## config.mk

```make
export PLATFORM = sky130hd
export DESIGN_NAME = pe_column_sequencer_flat
export DESIGN_NICKNAME = d
export VERILOG_FILES = /design/src/rtl/pe_column_sequencer_if.sv /design/src/rtl/pe_column_sequencer.sv /design/src/flat_wrapper.sv
export SDC_FILE = /design/constraint.sdc
export NUM_CORES = 1
export LEC_CHECK = 0
export ABC_AREA = 0
export CAP_MARGIN = 10
export CELL_PAD_IN_SITES_DETAIL_PLACEMENT = 2
export CELL_PAD_IN_SITES_GLOBAL_PLACEMENT = 2
export CORE_UTILIZATION = 30
export CTS_CLUSTER_DIAMETER = 200
export DETAILED_ROUTE_END_ITERATION = 10
export MAX_ROUTING_LAYER = met4
export PLACE_DENSITY = 0.68
export SLEW_MARGIN = 20
export SYNTH_ARGS = -nofsm -noshare
export SYNTH_HDL_FRONTEND = slang
export SYNTH_SLANG_ARGS = --single-unit
```

## constraint.sdc

```tcl
create_clock -name clk -period 4.9 [get_ports clk]
set_input_delay 0.98 -clock clk [delete_from_list [all_inputs] [get_ports clk]]
set_output_delay 0.98 -clock clk [all_outputs]
set_load 0.01 [all_outputs]
```

## src/rtl/pe_column_sequencer_if.sv

```systemverilog
// Command, weight-write and B-stream signals of one column sequencer.
interface pe_column_sequencer_if #(
  parameter int NB  = 27,
  parameter int NID = 7
);
  logic           cmd_valid;
  logic           cmd_ready;
  logic [1:0]     cmd_op;
  logic           cmd_int;
  logic [15:0]    cmd_len;
  logic [NB-2:0]  cmd_bias;
  logic           wr_en;
  logic [NID-1:0] wr_addr;
  logic [7:0]     wr_data;
  logic [NB-1:0]  b_out;
  logic           busy;
  logic           done;

  modport master (
    output cmd_valid, cmd_op, cmd_int, cmd_len, cmd_bias, wr_en, wr_addr, wr_data,
    input  cmd_ready, b_out, busy, done
  );

  modport slave (
    input  cmd_valid, cmd_op, cmd_int, cmd_len, cmd_bias, wr_en, wr_addr, wr_data,
    output cmd_ready, b_out, busy, done
  );
endinterface

```

## src/rtl/pe_column_sequencer.sv

```systemverilog
// Turns host commands into the B-stream of one PE column and holds its weight buffer.
module pe_column_sequencer #(
  parameter int NB   = 27,
  parameter int NID  = 7,
  parameter int ROWS = 8
) (
  input logic                 clk,
  input logic                 rst_n,
  pe_column_sequencer_if.slave bus
);

  localparam int AW = (ROWS > 1) ? $clog2(ROWS) : 1;
  localparam logic [15:0] ROWS_LAST = 16'(ROWS - 1);

  localparam logic [1:0] OP_RESET = 2'd0;
  localparam logic [1:0] OP_LOAD  = 2'd1;
  localparam logic [1:0] OP_RUN   = 2'd2;

  localparam logic [2:0] C_RSET = 3'd1;
  localparam logic [2:0] C_ALT2 = 3'd2;
  localparam logic [2:0] C_INTM = 3'd3;
  localparam logic [2:0] C_LOAD = 3'd4;
  localparam logic [2:0] C_MULT = 3'd5;

  typedef enum logic [3:0] {
    S_IDLE, S_RST, S_LDCMD, S_LDW, S_MODE, S_MCMD, S_BIAS, S_END, S_DRAIN
  } state_t;

  state_t        state_q, state_d;
  logic [15:0]   cnt_q, cnt_d;
  logic          int_q, int_d;
  logic [15:0]   len_q, len_d;
  logic [NB-2:0] bias_q, bias_d;
  logic [NB-1:0] b_out_q, b_out_d;
  logic          done_q, done_d;
  logic [7:0]    buf_q [ROWS];
  logic [7:0]    buf_d [ROWS];
  logic          wr_hit;

  function automatic logic [NB-1:0] ctrl_word(input logic [2:0] code);
    logic [NB-1:0] w;
    w         = '0;
    w[NB-1]   = 1'b1;
    w[10:8]   = code;
    return w;
  endfunction

  function automatic logic [NB-1:0] weight_word(input logic [NID-1:0] row, input logic [7:0] wt);
    logic [NB-1:0] w;
    w            = '0;
    w[NB-1]      = 1'b1;
    w[NID+10:11] = row;
    w[7:0]       = wt;
    return w;
  endfunction

  assign wr_hit = (state_q == S_IDLE) && bus.wr_en && (32'(bus.wr_addr) < ROWS);

  // b_out is built from the next state so the word is registered with the state it belongs to.
  always_comb begin
    state_d = state_q;
    cnt_d   = cnt_q;
    int_d   = int_q;
    len_d   = len_q;
    bias_d  = bias_q;
    done_d  = 1'b0;
    b_out_d = '0;
    buf_d   = buf_q;

    if (wr_hit) begin
      buf_d[bus.wr_addr[AW-1:0]] = bus.wr_data;
    end

    case (state_q)
      S_IDLE: begin
        if (bus.cmd_valid) begin
          int_d  = bus.cmd_int;
          len_d  = bus.cmd_len;
          bias_d = bus.cmd_bias;
          case (bus.cmd_op)
            OP_RESET: state_d = S_RST;
            OP_LOAD:  state_d = S_LDCMD;
            OP_RUN:   state_d = S_MODE;
            default:  done_d  = 1'b1;
          endcase
        end
      end
      S_RST: begin
        state_d = S_DRAIN;
        cnt_d   = ROWS_LAST;
      end
      S_LDCMD: begin
        state_d = S_LDW;
        cnt_d   = ROWS_LAST;
      end
      S_LDW: begin
        if (cnt_q == 16'd0) begin
          state_d = S_DRAIN;
          cnt_d   = ROWS_LAST;
        end else begin
          cnt_d = cnt_q - 16'd1;
        end
      end
      S_MODE: state_d = S_MCMD;
      S_MCMD: begin
        if (len_q == 16'd0) begin
          state_d = S_END;
        end else begin
          state_d = S_BIAS;
          cnt_d   = len_q - 16'd1;
        end
      end
      S_BIAS: begin
        if (cnt_q == 16'd0) begin
          state_d = S_END;
        end else begin
          cnt_d = cnt_q - 16'd1;
        end
      end
      S_END: begin
        state_d = S_DRAIN;
        cnt_d   = ROWS_LAST;
      end
      S_DRAIN: begin
        if (cnt_q == 16'd0) begin
          state_d = S_IDLE;
          done_d  = 1'b1;
        end else begin
          cnt_d = cnt_q - 16'd1;
        end
      end
      default: state_d = S_IDLE;
    endcase

    // Weights are read from buf_q: a write in the LOAD accept cycle is already in buf_q by the first weight word.
    case (state_d)
      S_RST:   b_out_d = ctrl_word(C_RSET);
      S_LDCMD: b_out_d = ctrl_word(C_LOAD);
      S_LDW:   b_out_d = weight_word(cnt_d[NID-1:0], buf_q[cnt_d[AW-1:0]]);
      S_MODE:  b_out_d = ctrl_word(int_d ? C_INTM : C_ALT2);
      S_MCMD:  b_out_d = ctrl_word(C_MULT);
      S_BIAS:  b_out_d = {1'b0, bias_d};
      S_END:   b_out_d = ctrl_word(C_ALT2);
      default: b_out_d = '0;
    endcase
  end

  always_ff @(posedge clk) begin
    if (!rst_n) begin
      state_q <= S_IDLE;
      cnt_q   <= '0;
      int_q   <= 1'b0;
      len_q   <= '0;
      bias_q  <= '0;
      b_out_q <= '0;
      done_q  <= 1'b0;
      buf_q   <= '{default: '0};
    end else begin
      state_q <= state_d;
      cnt_q   <= cnt_d;
      int_q   <= int_d;
      len_q   <= len_d;
      bias_q  <= bias_d;
      b_out_q <= b_out_d;
      done_q  <= done_d;
      buf_q   <= buf_d;
    end
  end

  assign bus.cmd_ready = (state_q == S_IDLE);
  assign bus.busy      = (state_q != S_IDLE);
  assign bus.done      = done_q;
  assign bus.b_out     = b_out_q;

endmodule
```

## src/flat_wrapper.sv

```systemverilog
// flat-port wrapper written by rule: the top's interface ports become plain ports
module pe_column_sequencer_flat 
#(
  parameter int NB   = 27,
  parameter int NID  = 7,
  parameter int ROWS = 8
)
  (clk, rst_n, bus_cmd_valid, bus_cmd_op, bus_cmd_int, bus_cmd_len, bus_cmd_bias, bus_wr_en, bus_wr_addr, bus_wr_data, bus_cmd_ready, bus_b_out, bus_busy, bus_done);
  pe_column_sequencer_if #(.NB(NB), .NID(NID)) bus_i ();
  input logic clk;
  input logic rst_n;
  input wire logic [$bits(bus_i.cmd_valid)-1:0] bus_cmd_valid;
  input wire logic [$bits(bus_i.cmd_op)-1:0] bus_cmd_op;
  input wire logic [$bits(bus_i.cmd_int)-1:0] bus_cmd_int;
  input wire logic [$bits(bus_i.cmd_len)-1:0] bus_cmd_len;
  input wire logic [$bits(bus_i.cmd_bias)-1:0] bus_cmd_bias;
  input wire logic [$bits(bus_i.wr_en)-1:0] bus_wr_en;
  input wire logic [$bits(bus_i.wr_addr)-1:0] bus_wr_addr;
  input wire logic [$bits(bus_i.wr_data)-1:0] bus_wr_data;
  output wire logic [$bits(bus_i.cmd_ready)-1:0] bus_cmd_ready;
  output wire logic [$bits(bus_i.b_out)-1:0] bus_b_out;
  output wire logic [$bits(bus_i.busy)-1:0] bus_busy;
  output wire logic [$bits(bus_i.done)-1:0] bus_done;
  assign bus_i.cmd_valid = bus_cmd_valid;
  assign bus_i.cmd_op = bus_cmd_op;
  assign bus_i.cmd_int = bus_cmd_int;
  assign bus_i.cmd_len = bus_cmd_len;
  assign bus_i.cmd_bias = bus_cmd_bias;
  assign bus_i.wr_en = bus_wr_en;
  assign bus_i.wr_addr = bus_wr_addr;
  assign bus_i.wr_data = bus_wr_data;
  assign bus_cmd_ready = bus_i.cmd_ready;
  assign bus_b_out = bus_i.b_out;
  assign bus_busy = bus_i.busy;
  assign bus_done = bus_i.done;
  pe_column_sequencer #(.NB(NB), .NID(NID), .ROWS(ROWS)) u_core (.clk(clk), .rst_n(rst_n), .bus(bus_i));
endmodule
```

After elaboration in Yosys (flattened, before gate mapping). Cells that the tools add are included.

Register bits after elaboration: 155. Output and inout bits: 30.

Equality and inequality tests: 19. Add/subtract/negate cells: 2. $lt $le $gt $ge: 4. Reduce and logical (&&, ||, !) cells: 15. Muxes and demuxes: 27. Bitwise logic cells: 2.

Operators by type and width (count): $pmux W27 S7 (1); $bwmux W64 (1); $pmux W16 S4 (1); $mux W26 (2); $mux W16 (3); $eq A4 B3 Y1 const B (8); $logic_not A16 Y1 (2); $pmux W4 S8 (1); $sub A16 B1 Y16 const B (2); $bmux W8 S3 (1); $demux W8 S3 (1); $mux W8 (3); $eq A4 B2 Y1 const B (4); $mux W4 (4); $pmux W4 S3 (1); $eq A4 B1 Y1 const B (2); $ge A4 B4 Y1 const B (2); $not A3 Y4 (2); $reduce_bool A4 Y1 (2); $lt A7 B4 Y1 const B (1); $mux W1 (7); $reduce_or A3 Y1 (2); $eq A4 B4 Y1 const B (1); $logic_not A4 Y1 (1); other kinds (10) (14).

Depth between registers and ports, before layout.
Depth in word-level cells: 8. Gate-level depth with buffers: 16. Gate-level depth less buffers: 14.

Worst setup path after synthesis. Ideal clock, no wire load.

Kind: reg2reg. Start: register u_core.cnt_q[1]. End: register u_core.b_out_q[7], in the netlist u_core.bus.b_out[7]. Library setup time: 122 ps. Data required time: 4778 ps. Setup slack: 1787 ps. Path buffers: 1. Clock period less this slack: 3113 ps. Cell stages (with the launch flop): 14. Data arrival time: 2991 ps. Path through: dfxtp_1 inv_1 ha_1 nor4b_1 and4_4 inv_2 buf_2 ha_1 a31oi_1 o221ai_1 nor2_2 mux4_2 a22oi_1 o21ai_1.

Longest elaborated chain between the ends: 8.

RTL lines: start, declared (RTL line pe_column_sequencer.sv:30) `logic [15:0] cnt_q, cnt_d;`; start signal, assigned (RTL line pe_column_sequencer.sv:160) `cnt_q <= cnt_d;`; $sub A16 B1 Y16 / $logic_not A16 Y1 (equally long branches); $mux W16, on equally long branches (RTL line pe_column_sequencer.sv:114, pe_column_sequencer.sv:125, pe_column_sequencer.sv:97); $pmux W16 S4 (RTL line pe_column_sequencer.sv:74) `case (state_q)`; $not A3 Y4 (implied by the code) (RTL line pe_column_sequencer.sv:139) `S_LDW: b_out_d = weight_word(cnt_d[NID-1:0], buf_q[cnt_d[AW-1:0]]);`; $bmux W8 S3 (RTL line pe_column_sequencer.sv:139); $mux W8 (implied by the code) (2 in series) (RTL line pe_column_sequencer.sv:139); $pmux W27 S7 * (RTL line pe_column_sequencer.sv:136) `case (state_d)`; end signal, assigned (RTL line pe_column_sequencer.sv:164) `b_out_q <= b_out_d;`; end, declared (RTL line pe_column_sequencer.sv:34) `logic [NB-1:0] b_out_q, b_out_d;`.

Every way passes the cells marked *; elsewhere a longest branch is shown, timed or not. The select of a mux whose other input is x is not followed. A chain may end at the register's enable or synchronous reset.

Worst setup path in the final report.
Start: register u_core.cnt_q[1]. End: register u_core.b_out_q[0], in the netlist u_core.bus.b_out[0].

Same word-level chain as after synthesis.

==> flow_summary_export.csv <==
group,metric,value,unit
worst_setup_path,worstSetupStartpointType,"register",
timing,rsz_0062_raised_after_global_routing,"no",
synth,yosys.cell_count.top_type,"dfxtp_1",
drt,totalWireLength,22800,um
global_routing,gr-total-overflow,0,
worst_setup_path,worstPathMaxFanout,11,
worst_setup_path,worst-setup-path-type,"register to register",
timing,slew_viol_final,0,
worst_setup_path,crit_path_cells,"inv_1 > ha_1 > nor4b_1 > and4_4 > inv_2 > ha_1 > inv_1 > o21ai_0 > nand2_1 > o221ai_1 > nor2_2 > buf_4 > mux4_1 > a22oi_1 > o21ai_1",
global_routing,grt_pass1_vias,6473,
power_and_ir_drop,switching_power_as_a_share_of_total_power,37.1,%
synth,synth_edf_count,0,
layout,area_growth,24.6,%
timing,final.setup_skew,0.0116,ns
timing,finalSetupTns,0,ns
place,placer_congestion,0.822,
run_status,outcome,"complete, no violations",
drt,post_drt_wl_per_cell,19.6,um
timing,time_the_worst_path_needs_with_i_o_delays_and_setup,3.82,ns
floorplanning,floorplan.io_pins,94,
global_routing,largest_net_degree_at_the_start_of_global_routing,85,
power_and_ir_drop,clock_power_share,30.6,%
worst_setup_path,reg2reg_setup_slack,1.08,ns
worst_setup_path,slowest_stage,"nor2_2",
drt,detail_route.drc_violations,0,
clock_tree,path_clk_slew,0.07,ns
synth,synth_flop_cell,"dfxtp_1",
layout,finish.cell_count_without_fillers,1161,
timing,fin_hold_ws,0.479,ns
synth,netlist.area_leader.share,42.3,%
floorplanning,die_area,25100,um^2
synth,yosysUniqueCellTypes,71,
synth,synth_seq_cells,155,
synth,synth.top_cells.by_count,"155 x dfxtp_1, 100 x nor2b_1, 84 x mux2i_1",
synth,async_flop_share,0,%
worst_setup_path,worst_path_dominant_cell_family,"simple AND/OR/NAND/NOR gates",
layout,finish.net_count,897,
synth,post_synth.cell_area_avg,9.64,um^2
layout,layout-drive-gt1-share,8.19,%
floorplanning,floorplan.rows,56,
synth,syn_nets,828,
timing,timing.slew.headroom,42.5,%
clock_tree,clock_insertion_delay_worst_skew,0.43,ns
timing,fin_crit_sh,77.9,%
run,number_of_max_capacitance_violations_reported,0,
worst_setup_path,critical_path_endpoint_category,"register",
layout,fin_area,9140,um^2
layout,num_antenna_cells,0,
drt,vias_per_cell,5.07,
worst_setup_path,cp_data_required_time,5.20,ns
floorplanning,floorplan.die.width,158,um
clock_tree,cts_hold_repair.buffers,0,
power_and_ir_drop,leakagePower,3.46,nW
clock_tree,post_cts_resized,0,
drt,detailroute.via_count,5884,
drt,drt_iter0_markers,191,
timing,timing_worst_slew_pin_value,0.862,ns
power_and_ir_drop,ir_worst_vdd,0.227,mV
clock_tree,cts_setup_buffers,0,
clock_tree,cts.sink_count,155,
place,io_buffer_count,93,
global_routing,grt_antenna_before_repair,0,
global_routing,grt_pass1_wl,36100,um
timing,timing.fmax,262,MHz
worst_setup_path,critPathMaxStageDelay,0.56,ns
worst_setup_path,buffering_stage_count_on_the_worst_path_with_inverters_included,4,
floorplanning,initial_utilization,30.9,%
power_and_ir_drop,pwr_density_cell,517,nW/um^2
global_routing,grt.total_usage,19.7,%
synth,synth_seq_area_share,42.3,%
hold_path,hold_path.class,"register to register",
clock_tree,clk_root_buffer_cell,"clkbuf_16",
power_and_ir_drop,sequentialPowerShare,32.2,%
place,post-place-cells,1130,
clock_tree,cts_tree,"done",
synth,mappedNetlistArea,7330,um^2
floorplanning,die_h,158,um
place,dpl.hpwl,16400,um
clock_tree,clk_path_buf_depth,2,
clock_tree,numCtsBuffers,17,
synth,synth.yosys.warnings,0,
power_and_ir_drop,comb_power_share,37.2,%
timing,finalSetupViolations,0,
floorplanning,area_of_the_core,23800,um^2
synth,syn_inst,761,
drt,dr.pass1.iters,4,
clock_tree,h-tree-depth,4,
power_and_ir_drop,internal_power_consumption,2.97,mW
timing,final-hold-violation-count,0,
drt,drtAntennaViolNets,0,
worst_setup_path,worst_ep_arrival_time,4.11,ns
synth,yosysTopAreaCell,"dfxtp_1",
place,placedInstanceArea,8500,um^2
synth,synth.top_cells.by_area,"dfxtp_1 42%, mux2i_1 11%, nor2b_1 8.5%",
power_and_ir_drop,p_sw,1.75,mW
-- layout by cell type, fill, tap and decap left out, types with 8 or more instances in the layout --
cell type        instances
nor4_1                  10
buf_4                    9
o22ai_1                  9
mux4_2                   9
a21boi_0                27
nor2b_1                100
nor3_1                   8
clkdlybuf4s50_1         92
nand2_1                 72
dfxtp_1                155
clkbuf_16               17
a22oi_1                  8
nor2_1                  30
o21ai_0                 11
mux2i_1                 84
xnor2_1                 13
inv_1                   13
nand3_1                  9
and2_1                  10
a21oi_1                 28
o21ai_1                 11
-- cell type report --
| cell class | count | area (um^2) |
|---|---|---|
| Clock buffer | 19 | 453 |
| Clock inverter | 12 | 186 |
| Fill cell | 2552 | 14600 |
| Inverter | 15 | 56.3 |
| Multi-Input combinational cell | 539 | 3950 |
| Sequential cell | 155 | 3100 |
| Tap cell | 319 | 399 |
| Timing Repair Buffer | 102 | 993 |
-- kinds of logic after synthesis --
kind of cell,after synthesis,share of synthesized area (%)
and+or+nand+nor,285,21.9
DFF,155,42.3
AOI/OAI and AO/OA,133,12.6
muxes,100,16.7
buffers and inverters,67,3.87
xor gates and xnor gates,18,2.15
adders and majority gates,3,0.512
-- worst paths after layout --
path | start | to | cells past startpoint
max | u_core.cnt_q[1] | u_core.bus.b_out[0] | 15
min | u_core.bias_q[18] | u_core.bias_q[18] | 2
max reg2reg | u_core.cnt_q[1] | u_core.bus.b_out[0] | 15
min reg2reg | u_core.bias_q[18] | u_core.bias_q[18] | 2
-- flip-flops by register name (all words and copies together), names as in the netlist --
| signal | flops |
|---|---|
| u_core.buf_q | 64 |
| u_core.bus.b_out | 27 |
| u_core.bias_q | 26 |
| u_core.cnt_q | 16 |
| u_core.len_q | 16 |
| u_core.state_q | 4 |
| u_core.bus.done | 1 |
| u_core.int_q | 1 |
-- power groups by stage --
stage | Clock (mW) | Sequential [mW] | Combinational, mW
3_5_place_dp | 0 | 1.55 | 1.78
3_3_place_gp | 0 | 1.54 | 1.72
4_1_cts | 1.48 | 1.52 | 1.79
2_1_floorplan | 0 | 1.48 | 1.29
5_1_grt | 1.53 | 1.54 | 1.94
6_report | 1.45 | 1.52 | 1.76
-- routing by layer --
layer | routed length [um] | global-route usage [%]
met1 | 10400 | 23.1
met2 | 11500 | 34.2
met3 | 557 | 3.27
met4 | 329 | 6.27
met5 | 0 | -
-- metrics by stage --
stage,worst slack (ns),util (%),power [mW]
after detailed placement,0.993,35.8,3.32
after global routing,0.665,38.5,5.01
after global placement,1.13,35.8,3.25
after CTS,1.07,38.5,4.79
after floorplan,1.79,-,2.78
final,1.08,38.5,4.72
-- tightest hold or removal path, cell delays in order (launching register included) --
cell	delay, ns
dfxtp_1	0.30
nand2_1	0.04
a21boi_0	0.08
Power figures use the tool's default switching activity.
